--- src/rtl/silife_max7219_rx_if.sv ---
// Pin and register-port bundle for the MAX7219 serial responder.
// The master side drives the SPI pins and read address; the slave side is the responder.
interface silife_max7219_rx_if;
    logic        spi_sck;
    logic        spi_cs_n;
    logic        spi_mosi;
    logic        spi_dout;
    logic [2:0]  rd_dev;
    logic [2:0]  rd_row;
    logic [7:0]  rd_data;
    logic [16:0] cfg_out;
    logic        wr_valid;
    logic [2:0]  wr_dev;
    logic [3:0]  wr_addr;
    logic [7:0]  wr_data;
    logic        frame_err;

    // wr_valid and frame_err are one-cycle strobes with no ready: whoever watches them must take
    // wr_dev/wr_addr/wr_data in the very cycle wr_valid is high; there is no back-pressure.
    modport master (
        output spi_sck, spi_cs_n, spi_mosi, rd_dev, rd_row,
        input  spi_dout, rd_data, cfg_out, wr_valid, wr_dev, wr_addr, wr_data, frame_err
    );

    modport slave (
        input  spi_sck, spi_cs_n, spi_mosi, rd_dev, rd_row,
        output spi_dout, rd_data, cfg_out, wr_valid, wr_dev, wr_addr, wr_data, frame_err
    );
endinterface

--- src/rtl/silife_max7219_rx.sv ---
// MAX7219 serial-protocol responder: samples SPI pins in the clk domain, shifts 16-bit frames,
// and on LOAD commits one frame per emulated cascaded device into a readable register file.
module silife_max7219_rx #(
    parameter int CHAIN       = 1,
    parameter int SYNC_STAGES = 2
) (
    input  logic               clk,
    input  logic               reset,
    silife_max7219_rx_if.slave bus,
    output logic [1:0]         dbg_state
);
    localparam int SW = 16 * CHAIN;

    typedef enum logic [1:0] {
        ST_IDLE   = 2'd0,
        ST_SHIFT  = 2'd1,
        ST_LATCH  = 2'd2,
        ST_COMMIT = 2'd3
    } state_t;

    state_t state_q, state_d;

    logic [SYNC_STAGES-1:0] sck_sync_q, sck_sync_d;
    logic [SYNC_STAGES-1:0] cs_sync_q, cs_sync_d;
    logic [SYNC_STAGES-1:0] mosi_sync_q, mosi_sync_d;
    logic sck_prev_q, sck_prev_d;
    logic cs_prev_q, cs_prev_d;

    logic [SW-1:0] shreg_q, shreg_d;
    logic [7:0]    cnt_q, cnt_d;
    logic [2:0]    dev_q, dev_d;
    logic          pend_q, pend_d;

    logic [CHAIN-1:0][7:0][7:0] rows_q, rows_d;
    logic [CHAIN-1:0][7:0]      decode_q, decode_d;
    logic [CHAIN-1:0][3:0]      inten_q, inten_d;
    logic [CHAIN-1:0][2:0]      scan_q, scan_d;
    logic [CHAIN-1:0]           shut_q, shut_d;
    logic [CHAIN-1:0]           test_q, test_d;

    logic        wr_valid_q, wr_valid_d;
    logic [2:0]  wr_dev_q, wr_dev_d;
    logic [3:0]  wr_addr_q, wr_addr_d;
    logic [7:0]  wr_data_q, wr_data_d;
    logic        frame_err_q, frame_err_d;
    logic [7:0]  rd_data_q, rd_data_d;
    logic [16:0] cfg_out_q, cfg_out_d;

    logic        sck_rise, cs_rise, cs_fall, mosi_s;
    logic        frame_ok, do_commit, wr_hit;
    logic [2:0]  cdev;
    logic [11:0] word;
    logic [3:0]  waddr;
    logic [7:0]  wdata;

    // The last sync stage against its delayed copy gives edges one clk after the pin settles.
    assign sck_rise = sck_sync_q[SYNC_STAGES-1] & ~sck_prev_q;
    assign cs_rise  = cs_sync_q[SYNC_STAGES-1] & ~cs_prev_q;
    assign cs_fall  = ~cs_sync_q[SYNC_STAGES-1] & cs_prev_q;
    assign mosi_s   = mosi_sync_q[SYNC_STAGES-1];
    assign frame_ok = (cnt_q != 8'd0) && (cnt_q[3:0] == 4'd0);

    always_comb begin
        state_d     = state_q;
        sck_sync_d  = {sck_sync_q[SYNC_STAGES-2:0], bus.spi_sck};
        cs_sync_d   = {cs_sync_q[SYNC_STAGES-2:0], bus.spi_cs_n};
        mosi_sync_d = {mosi_sync_q[SYNC_STAGES-2:0], bus.spi_mosi};
        sck_prev_d  = sck_sync_q[SYNC_STAGES-1];
        cs_prev_d   = cs_sync_q[SYNC_STAGES-1];
        shreg_d     = shreg_q;
        cnt_d       = cnt_q;
        dev_d       = dev_q;
        pend_d      = 1'b0;
        rows_d      = rows_q;
        decode_d    = decode_q;
        inten_d     = inten_q;
        scan_d      = scan_q;
        shut_d      = shut_q;
        test_d      = test_q;
        wr_valid_d  = 1'b0;
        wr_dev_d    = 3'd0;
        wr_addr_d   = 4'd0;
        wr_data_d   = 8'd0;
        frame_err_d = 1'b0;
        rd_data_d   = 8'd0;
        cfg_out_d   = 17'd0;
        do_commit   = 1'b0;
        cdev        = 3'd0;
        word        = 12'd0;

        case (state_q)
            ST_IDLE: begin
                if (cs_fall) begin
                    state_d = ST_SHIFT;
                    cnt_d   = 8'd0;
                end
            end
            ST_SHIFT: begin
                if (cs_rise) begin
                    state_d     = ST_LATCH;
                    frame_err_d = !((cnt_q != 8'd0) && (cnt_q[3:0] == 4'd0));
                end else if (sck_rise) begin
                    shreg_d = {shreg_q[SW-2:0], mosi_s};
                    if (cnt_q != 8'hFF) cnt_d = cnt_q + 8'd1;
                end
            end
            ST_LATCH: begin
                if (frame_ok) begin
                    state_d   = ST_COMMIT;
                    dev_d     = 3'd0;
                    pend_d    = cs_fall;
                    do_commit = 1'b1;
                    cdev      = 3'd0;
                end else if (cs_fall) begin
                    state_d = ST_SHIFT;
                    cnt_d   = 8'd0;
                end else begin
                    state_d = ST_IDLE;
                end
            end
            ST_COMMIT: begin
                // A new LOAD window opened during commit starts shifting as soon as commit is done.
                if (dev_q == 3'(CHAIN - 1)) begin
                    if (pend_q || cs_fall) begin
                        state_d = ST_SHIFT;
                        cnt_d   = 8'd0;
                    end else begin
                        state_d = ST_IDLE;
                    end
                end else begin
                    dev_d     = dev_q + 3'd1;
                    pend_d    = pend_q | cs_fall;
                    do_commit = 1'b1;
                    cdev      = dev_q + 3'd1;
                end
            end
            default: state_d = ST_IDLE;
        endcase

        for (int i = 0; i < CHAIN; i++) begin
            if (cdev == 3'(i)) word = shreg_q[16*i +: 12];
        end
        waddr  = word[11:8];
        wdata  = word[7:0];
        wr_hit = ((waddr != 4'h0) && (waddr <= 4'hC)) || (waddr == 4'hF);

        if (do_commit) begin
            for (int i = 0; i < CHAIN; i++) begin
                if (cdev == 3'(i)) begin
                    case (waddr)
                        4'h1, 4'h2, 4'h3, 4'h4,
                        4'h5, 4'h6, 4'h7, 4'h8: rows_d[i][3'(waddr - 4'd1)] = wdata;
                        4'h9:    decode_d[i] = wdata;
                        4'hA:    inten_d[i]  = wdata[3:0];
                        4'hB:    scan_d[i]   = wdata[2:0];
                        4'hC:    shut_d[i]   = wdata[0];
                        4'hF:    test_d[i]   = wdata[0];
                        default: ;
                    endcase
                end
            end
            if (wr_hit) begin
                wr_valid_d = 1'b1;
                wr_dev_d   = cdev;
                wr_addr_d  = waddr;
                wr_data_d  = wdata;
            end
        end

        for (int i = 0; i < CHAIN; i++) begin
            if (bus.rd_dev == 3'(i)) begin
                rd_data_d = rows_q[i][bus.rd_row];
                cfg_out_d = {shut_q[i], test_q[i], scan_q[i], inten_q[i], decode_q[i]};
            end
        end
    end

    always_ff @(posedge clk or negedge reset) begin
        if (!reset) begin
            state_q     <= ST_IDLE;
            sck_sync_q  <= '0;
            cs_sync_q   <= '0;
            mosi_sync_q <= '0;
            sck_prev_q  <= 1'b0;
            cs_prev_q   <= 1'b0;
            shreg_q     <= '0;
            cnt_q       <= 8'd0;
            dev_q       <= 3'd0;
            pend_q      <= 1'b0;
            rows_q      <= '0;
            decode_q    <= '0;
            inten_q     <= '0;
            scan_q      <= '0;
            shut_q      <= '0;
            test_q      <= '0;
            wr_valid_q  <= 1'b0;
            wr_dev_q    <= 3'd0;
            wr_addr_q   <= 4'd0;
            wr_data_q   <= 8'd0;
            frame_err_q <= 1'b0;
            rd_data_q   <= 8'd0;
            cfg_out_q   <= 17'd0;
        end else begin
            state_q     <= state_d;
            sck_sync_q  <= sck_sync_d;
            cs_sync_q   <= cs_sync_d;
            mosi_sync_q <= mosi_sync_d;
            sck_prev_q  <= sck_prev_d;
            cs_prev_q   <= cs_prev_d;
            shreg_q     <= shreg_d;
            cnt_q       <= cnt_d;
            dev_q       <= dev_d;
            pend_q      <= pend_d;
            rows_q      <= rows_d;
            decode_q    <= decode_d;
            inten_q     <= inten_d;
            scan_q      <= scan_d;
            shut_q      <= shut_d;
            test_q      <= test_d;
            wr_valid_q  <= wr_valid_d;
            wr_dev_q    <= wr_dev_d;
            wr_addr_q   <= wr_addr_d;
            wr_data_q   <= wr_data_d;
            frame_err_q <= frame_err_d;
            rd_data_q   <= rd_data_d;
            cfg_out_q   <= cfg_out_d;
        end
    end

    // cfg_out carries all seventeen config bits so no field is hidden from the read port.
    assign bus.spi_dout  = shreg_q[SW-1];
    assign bus.rd_data   = rd_data_q;
    assign bus.cfg_out   = cfg_out_q;
    assign bus.wr_valid  = wr_valid_q;
    assign bus.wr_dev    = wr_dev_q;
    assign bus.wr_addr   = wr_addr_q;
    assign bus.wr_data   = wr_data_q;
    assign bus.frame_err = frame_err_q;
    assign dbg_state     = state_q;
endmodule

--- src/flat_wrapper.sv ---
// flat-port wrapper written by rule: the top's interface ports become plain ports
module silife_max7219_rx_flat 
#(
    parameter int CHAIN       = 1,
    parameter int SYNC_STAGES = 2
)
  (clk, reset, dbg_state, bus_spi_sck, bus_spi_cs_n, bus_spi_mosi, bus_rd_dev, bus_rd_row, bus_spi_dout, bus_rd_data, bus_cfg_out, bus_wr_valid, bus_wr_dev, bus_wr_addr, bus_wr_data, bus_frame_err);
  silife_max7219_rx_if bus_i ();
  input  logic clk;
  input  logic reset;
  output logic [1:0] dbg_state;
  input wire logic [$bits(bus_i.spi_sck)-1:0] bus_spi_sck;
  input wire logic [$bits(bus_i.spi_cs_n)-1:0] bus_spi_cs_n;
  input wire logic [$bits(bus_i.spi_mosi)-1:0] bus_spi_mosi;
  input wire logic [$bits(bus_i.rd_dev)-1:0] bus_rd_dev;
  input wire logic [$bits(bus_i.rd_row)-1:0] bus_rd_row;
  output wire logic [$bits(bus_i.spi_dout)-1:0] bus_spi_dout;
  output wire logic [$bits(bus_i.rd_data)-1:0] bus_rd_data;
  output wire logic [$bits(bus_i.cfg_out)-1:0] bus_cfg_out;
  output wire logic [$bits(bus_i.wr_valid)-1:0] bus_wr_valid;
  output wire logic [$bits(bus_i.wr_dev)-1:0] bus_wr_dev;
  output wire logic [$bits(bus_i.wr_addr)-1:0] bus_wr_addr;
  output wire logic [$bits(bus_i.wr_data)-1:0] bus_wr_data;
  output wire logic [$bits(bus_i.frame_err)-1:0] bus_frame_err;
  assign bus_i.spi_sck = bus_spi_sck;
  assign bus_i.spi_cs_n = bus_spi_cs_n;
  assign bus_i.spi_mosi = bus_spi_mosi;
  assign bus_i.rd_dev = bus_rd_dev;
  assign bus_i.rd_row = bus_rd_row;
  assign bus_spi_dout = bus_i.spi_dout;
  assign bus_rd_data = bus_i.rd_data;
  assign bus_cfg_out = bus_i.cfg_out;
  assign bus_wr_valid = bus_i.wr_valid;
  assign bus_wr_dev = bus_i.wr_dev;
  assign bus_wr_addr = bus_i.wr_addr;
  assign bus_wr_data = bus_i.wr_data;
  assign bus_frame_err = bus_i.frame_err;
  silife_max7219_rx #(.CHAIN(CHAIN), .SYNC_STAGES(SYNC_STAGES)) u_core (.clk(clk), .reset(reset), .bus(bus_i), .dbg_state(dbg_state));
endmodule
--- config.mk ---
export PLATFORM = sky130hd
export DESIGN_NAME = silife_max7219_rx_flat
export DESIGN_NICKNAME = d
export VERILOG_FILES = /design/src/rtl/silife_max7219_rx_if.sv /design/src/rtl/silife_max7219_rx.sv /design/src/flat_wrapper.sv
export SDC_FILE = /design/constraint.sdc
export NUM_CORES = 1
export LEC_CHECK = 0
export CORE_MARGIN = 10
export CORE_UTILIZATION = 53
export DETAILED_ROUTE_END_ITERATION = 6
export PLACE_DENSITY_LB_ADDON = 0.2
export SETUP_SLACK_MARGIN = 0.02
export SYNTH_ARGS = -nofsm -noshare
export SYNTH_HDL_FRONTEND = slang
export SYNTH_SLANG_ARGS = --single-unit
export TNS_END_PERCENT = 1
--- constraint.sdc ---
create_clock -name clk -period 8.53 [get_ports clk]
set_input_delay 0.853 -clock clk [delete_from_list [all_inputs] [get_ports clk]]
set_output_delay 0.853 -clock clk [all_outputs]
set_load 0.01 [all_outputs]
==> results.yml, run 1 <==
power_and_ir_drop:
  ir_drop_uv: 118
  power.total_mw: 1.68
  p_leak_nw: 3.84
  powerDensity_nw_per_um2: 206
timing:
  finalCritPeriodShare_pct: 52.3
  grt_setup_unrepaired: "no"
  fin_setup_tns_ns: 0
  post-route-min-period_ns: 4.46
  fin_ws_ns: 4.07
  hold_viol: 0
  relSlewSlack_pct: 30.8
  fin_worst_skew_ns: 0.00924
  max_slew.worst_pin.slew_ns: 1.04
  setup_violations: 0
  slew_violations: 0
  max_freq_mhz: 224
hold_path:
  hold_path_class: "flip-flop to flip-flop"
  min_path_cells: 0
finish:
  fin_cells: 731
  nNetsFinal: 566
  drive_gt1_share_pct: 28.1
  n_fill_cell: 981
  insertedDiodeCount: 0
  utilization_pct: 64.3
  final_common_cell: "dfrtp_1"
  syn_to_final_growth_pct: 18.4
  multi_input_area_um2: 2720
  layout.cells.most_common_list: "dfrtp_1 (161), mux2_2 (95), clkdlybuf4s50_1 (54)"
  regArea_um2: 4030
drt:
  wl_per_cell_um: 18.6
  drt_first_pass_iters: 4
  ant_nets: 0
  route.vias.total: 4032
  drc: 0
  vias_per_cell: 5.52
  drt_iter0_drc: 240
  wl_um: 13600
logic_synthesis:
  synth.avg_cell_area_um2: 14.0
  synth_nets: 513
  async_reset_ff_share_pct: 100
  ys_ff_latch: 161
  synth-edff-count: 0
  syn_area_um2: 6890
  synth.distinct_cells: 50
  ys_warn_count: 0
  synth_ff_type: "dfrtp_1"
  syn-instance-count: 493
  synth-seq-area-share_pct: 58.5
die:
  dieArea_um2: 18000
  ioPinCount: 56
  fp.coreArea_um2: 12700
  start_util_pct: 54.3
  fp.dieH_um: 134
  die_x_um: 134
  row_count: 41
global_routing:
  grt_max_degree: 121
  first_global_vias: 4338
  antenna_found_initial: 0
  grt_pass1_wl_um: 22700
  grt_usage_pct: 15.9
  gr-total-overflow: 0
setup_path:
  max_stage_delay_ns: 0.53
  path_max_fanout: 20
  crit_buf_inv: 3
  worst_ep_arrival_time_ns: 4.76
  crit_path_start_kind: "flip-flop"
  cp-end-kind: "flip-flop"
  timing.critical_path.required_ns: 8.83
  crit_slowest_cell: "or4_1"
  cp.depth: 13
  critPathKind: "flip-flop to flip-flop"
  path_cells: "inv_1 -> ha_1 -> nand2b_1 -> o211ai_1 -> buf_4 -> and2_1 -> clkinv_1 -> ha_1 -> or4_1 -> o22ai_1 -> a2111oi_4 -> o211ai_1 -> mux2_2"
  r2r_cells: 13
  cp_top_family: "simple AND/OR/NAND/NOR gates"
placement:
  port_buffers: 55
  hpwl_um: 9130
  pre_cts_slack_ns: 4.12
  place_congestion: 0.811
  dpl.cell_count: 699
cts:
  cts.repair.resized: 0
  htree_levels: 4
  clockBufferDepth: 2
  insertion_delay_ns: 0.42
  clk_pin_slew_ns: 0.06
  cts_tree: "yes"
  clockRootBuffer: "clkbuf_16"
  numCtsBuffers: 17
  post_cts_buffers: 0
  ctsHoldBuffers: 0
  cts_sinks: 161
status:
  status: "finished, final reports clean"
flow_run:
  max_cap_viol_count: 0
## final timing paths
| kind | startpoint | endpoint | slack, ns |
|---|---|---|---|
| max in group asynchronous | reset | u_core.decode_q[3] | 6.81 |
| min reg2reg | u_core.cs_sync_q[0] | u_core.cs_sync_q[1] | 0.35 |
| min | u_core.cs_sync_q[0] | u_core.cs_sync_q[1] | 0.35 |
| min in group asynchronous | reset | u_core.bus.cfg_out[0] | 0.60 |
| max | u_core.dev_q[0] | u_core.rows_q[60] | 4.07 |
| max reg2reg | u_core.dev_q[0] | u_core.rows_q[60] | 4.07 |
## per-stage QoR
stage	area (um2)	hold slack [ns]
5_1_grt	8150	0.354
3_3_place_gp	7590	0.332
3_5_place_dp	7590	0.335
2_1_floorplan	6890	0.331
6_report	8150	0.347
4_1_cts	8150	0.348
## flip-flops by register name (all words and copies together), names as in the netlist, 2 cells and up
name                count
u_core.rows_q          64
u_core.bus.cfg_out     17
u_core.shreg_q         16
u_core.bus.rd_data      8
u_core.bus.wr_data      8
u_core.cnt_q            8
u_core.decode_q         8
u_core.bus.wr_addr      4
u_core.inten_q          4
u_core.bus.wr_dev       3
u_core.dev_q            3
u_core.scan_q           3
u_core.cs_sync_q        2
u_core.dbg_state        2
u_core.mosi_sync_q      2
u_core.sck_sync_q       2
## Yosys cell counts (all sizes together), types with 2 or more instances
library cell	number	area [um2]
dfrtp	161	4030
mux2	97	1090
and2	30	188
nand2	23	88.8
nor2	18	67.6
clkbuf	17	63.8
mux4	16	360
nor2b	11	68.8
mux2i	10	100
nand2b	10	62.6
buf	9	35.0
ha	9	113
inv	9	33.8
o21ai	9	45.0
a21oi	6	30.0
nand3	5	25.0
or4	5	41.3
a211oi	4	55.1
nor3b	4	30.0
and3	3	18.8
nor3	3	15.0
nor4	3	48.8
o211ai	3	22.5
o31ai	3	22.5
a221o	2	20.0
and3b	2	17.5
nand4	2	12.5
nand4b	2	17.5
or3	2	12.5
## routing by layer
layer,vias up,track usage (%),part of all wire (%)
li1,1856,-,-
met1,2080,20.7,46
met2,82,25.0,47
met3,14,4.37,5.3
met4,0,5.74,1.2
met5,-,0,0
## cell type report
class / instances / area share (%)
clock buffer: 22 / 5.82
tap: 172 / 2.64
multi-input combinational: 296 / 33.4
timing repair buffer: 60 / 7.23
sequential: 161 / 49.4
inverter: 10 / 0.461
clock inverter: 10 / 1.03
## where the power goes
group,internal (mW),switching (mW)
logic,0.0522,0.108
registers,0.789,0.0203
clock network,0.422,0.288
total,1.26,0.416
## logic make-up (layout without fill, tap and decap cells)
kind of cell             after synthesis  in the layout  synth area share [%]
multiplexers                         123            123                  22.6
XOR/XNOR                               1              1                 0.127
AO/OA/AOI/OAI                         37             37                  4.49
buffers and inverters                 36            102                  1.98
AND/OR/NAND/NOR                      126            126                  10.7
flip-flops                           161            161                  58.5
adder cells (fa/ha/maj)                9              9                  1.64
No activity file was read; power rests on OpenSTA's default activity.
==> inputs of run 2 (changes only) <==
--- a/config.mk
+++ b/config.mk
@@ -6,7 +6,7 @@
 export NUM_CORES = 1
 export LEC_CHECK = 0
 export CORE_MARGIN = 10
-export CORE_UTILIZATION = 53
+export CORE_UTILIZATION = 52
 export DETAILED_ROUTE_END_ITERATION = 6
 export PLACE_DENSITY_LB_ADDON = 0.2
 export SETUP_SLACK_MARGIN = 0.02
==> constraint.sdc (replaced) <==
create_clock -name clk -period 3.8 [get_ports clk]
set_input_delay 0.38 -clock clk [delete_from_list [all_inputs] [get_ports clk]]
set_output_delay 0.38 -clock clk [all_outputs]
set_load 0.01 [all_outputs]
==> run 2 against run 1 <==
  * Combinational power up 130%
  * Clock power rose to 2.8 times the previous value
  * Sequential power up 120%
  * Fmax up 21%
  * Flip-flop and latch count unchanged
  * Utilization up 1.3 points
  * Sequential share of layout area down 1.4 points
  * Total power up 150%
  * Critical endpoint is now u_core.rows_q[40]
  * Largest cell class unchanged
==> results.yml, run 2 (same netlist as run 1, synthesis figures left out) <==
cts:
  clockBufferDepth: 2
  numCtsBuffers: 17
  clockRootBuffer: "clkbuf_16"
  cts_tree: "yes"
  cts_sinks: 161
  insertion_delay_ns: 0.43
  htree_levels: 4
  clk_pin_slew_ns: 0.06
die:
  ioPinCount: 56
  fp.dieH_um: 135
  dieArea_um2: 18200
  row_count: 41
  fp.coreArea_um2: 12800
  die_x_um: 135
  start_util_pct: 53.9
power_and_ir_drop:
  powerDensity_nw_per_um2: 496
  p_leak_nw: 3.94
  ir_drop_uv: 323
finish:
  insertedDiodeCount: 0
  final_common_cell: "dfrtp_1"
  syn_to_final_growth_pct: 21.8
  drive_gt1_share_pct: 29.3
  fin_cells: 741
  layout.cells.most_common_list: "dfrtp_1 (161), mux2_2 (95), clkdlybuf4s50_1 (54)"
  largest_reg_flops: 64
  nNetsFinal: 576
  top_register: "u_core.rows_q"
setup_path:
  critPathKind: "flip-flop to flip-flop"
  worst_ep_arrival_time_ns: 4.01
  cp-end-kind: "flip-flop"
  path_max_fanout: 19
  timing.critical_path.required_ns: 4.11
  crit_path_start_kind: "flip-flop"
  r2r_cells: 13
placement:
  pre_cts_slack_ns: 0.0827
  hpwl_um: 9340
  place_congestion: 0.791
  port_buffers: 55
  dpl.cell_count: 707
drt:
  drt_iter0_drc: 251
  drc: 0
  wl_per_cell_um: 18.6
  drt_first_pass_iters: 5
  ant_nets: 0
  vias_per_cell: 5.52
  route.vias.total: 4093
  wl_um: 13800
status:
  status: "finished, final reports clean"
global_routing:
  grt_max_degree: 103
  grt_usage_pct: 15.7
  gr-total-overflow: 0
  grt_pass1_wl_um: 22600
  first_global_vias: 4368
  antenna_found_initial: 0
timing:
  hold_viol: 0
  max_slew.worst_pin.slew_ns: 0.880
  max_freq_mhz: 271
  grt_setup_unrepaired: "yes"
  fin_worst_skew_ns: 0.00881
  relSlewSlack_pct: 41.1
  whs_ns: 0.348
  post-route-min-period_ns: 3.70
  slew_violations: 0
  fin_ws_ns: 0.103
  setup_violations: 0
  finalCritPeriodShare_pct: 97.3
flow_run:
  max_cap_viol_count: 0
hold_path:
  min_path_cells: 0
  hold_path_class: "flip-flop to flip-flop"
-- run 2: power breakdown --
group | switching [mW] | internal (mW)
clock network | 0.677 | 1.30
registers | 0.0501 | 1.77
logic | 0.242 | 0.121
-- run 2: final cells by class --
| class | instances | area, um2 |
|---|---|---|
| fillers | 909 | 4390 |
| flip-flops and latches | 161 | 4030 |
| multi-input cells | 296 | 2720 |
| repair buffers | 70 | 692 |
| clock buffers | 18 | 429 |
| clock inverters | 14 | 260 |
| well taps | 172 | 215 |
| inverters | 10 | 37.5 |
-- run 2: layer usage --
layer  part of all wire [%]  track usage, %  vias up
met2                     48            25.1       99
li1                       -               -     1874
met3                    5.2            4.34       16
met4                    1.3            5.56        0
met5                      0               0        -
met1                     45            20.2     2104
-- run 2: worst max-delay path, cell delays in order (launching register included) --
cell      delay (ns)
dfrtp_1         0.43
inv_1           0.07
ha_1            0.30
nand2b_1        0.16
o211ai_1        0.22
buf_4           0.24
nand2_1         0.14
inv_1           0.13
ha_1            0.19
nor4_1          0.06
o21a_1          0.22
a2111o_4        0.55
a211oi_4        0.45
mux2_2          0.40
-- run 2: metrics by stage --
stage                     setup TNS [ns]  power (mW)  utilization, %  cell area (um2)
after floorplan                        0        2.06               -             6890
after global placement                 0        2.20            60.0             7660
after detailed placement               0        2.22            60.0             7660
after CTS                              0        4.19            65.5             8360
after global routing               -1.51        4.31            65.6             8380
final                                  0        4.16            65.6             8380
-- run 2: worst paths after layout --
check	start	endpoint	slack, ns
max in group asynchronous	reset	u_core.rows_q[46]	2.41
max	u_core.dev_q[0]	u_core.rows_q[40]	0.10
min	u_core.cs_sync_q[0]	u_core.cs_sync_q[1]	0.35
min in group asynchronous	reset	u_core.bus.cfg_out[1]	0.48
max reg2reg	u_core.dev_q[0]	u_core.rows_q[40]	0.10
min reg2reg	u_core.cs_sync_q[0]	u_core.cs_sync_q[1]	0.35
-- run 2: repair_timing --
action                                  in CTS  in global routing
endpoints found under the setup margin       0                 40
hold buffers                                 1                  0
setup buffers                                0                  1
resized for setup                            0                  0
hold endpoints to repair                    59                  0
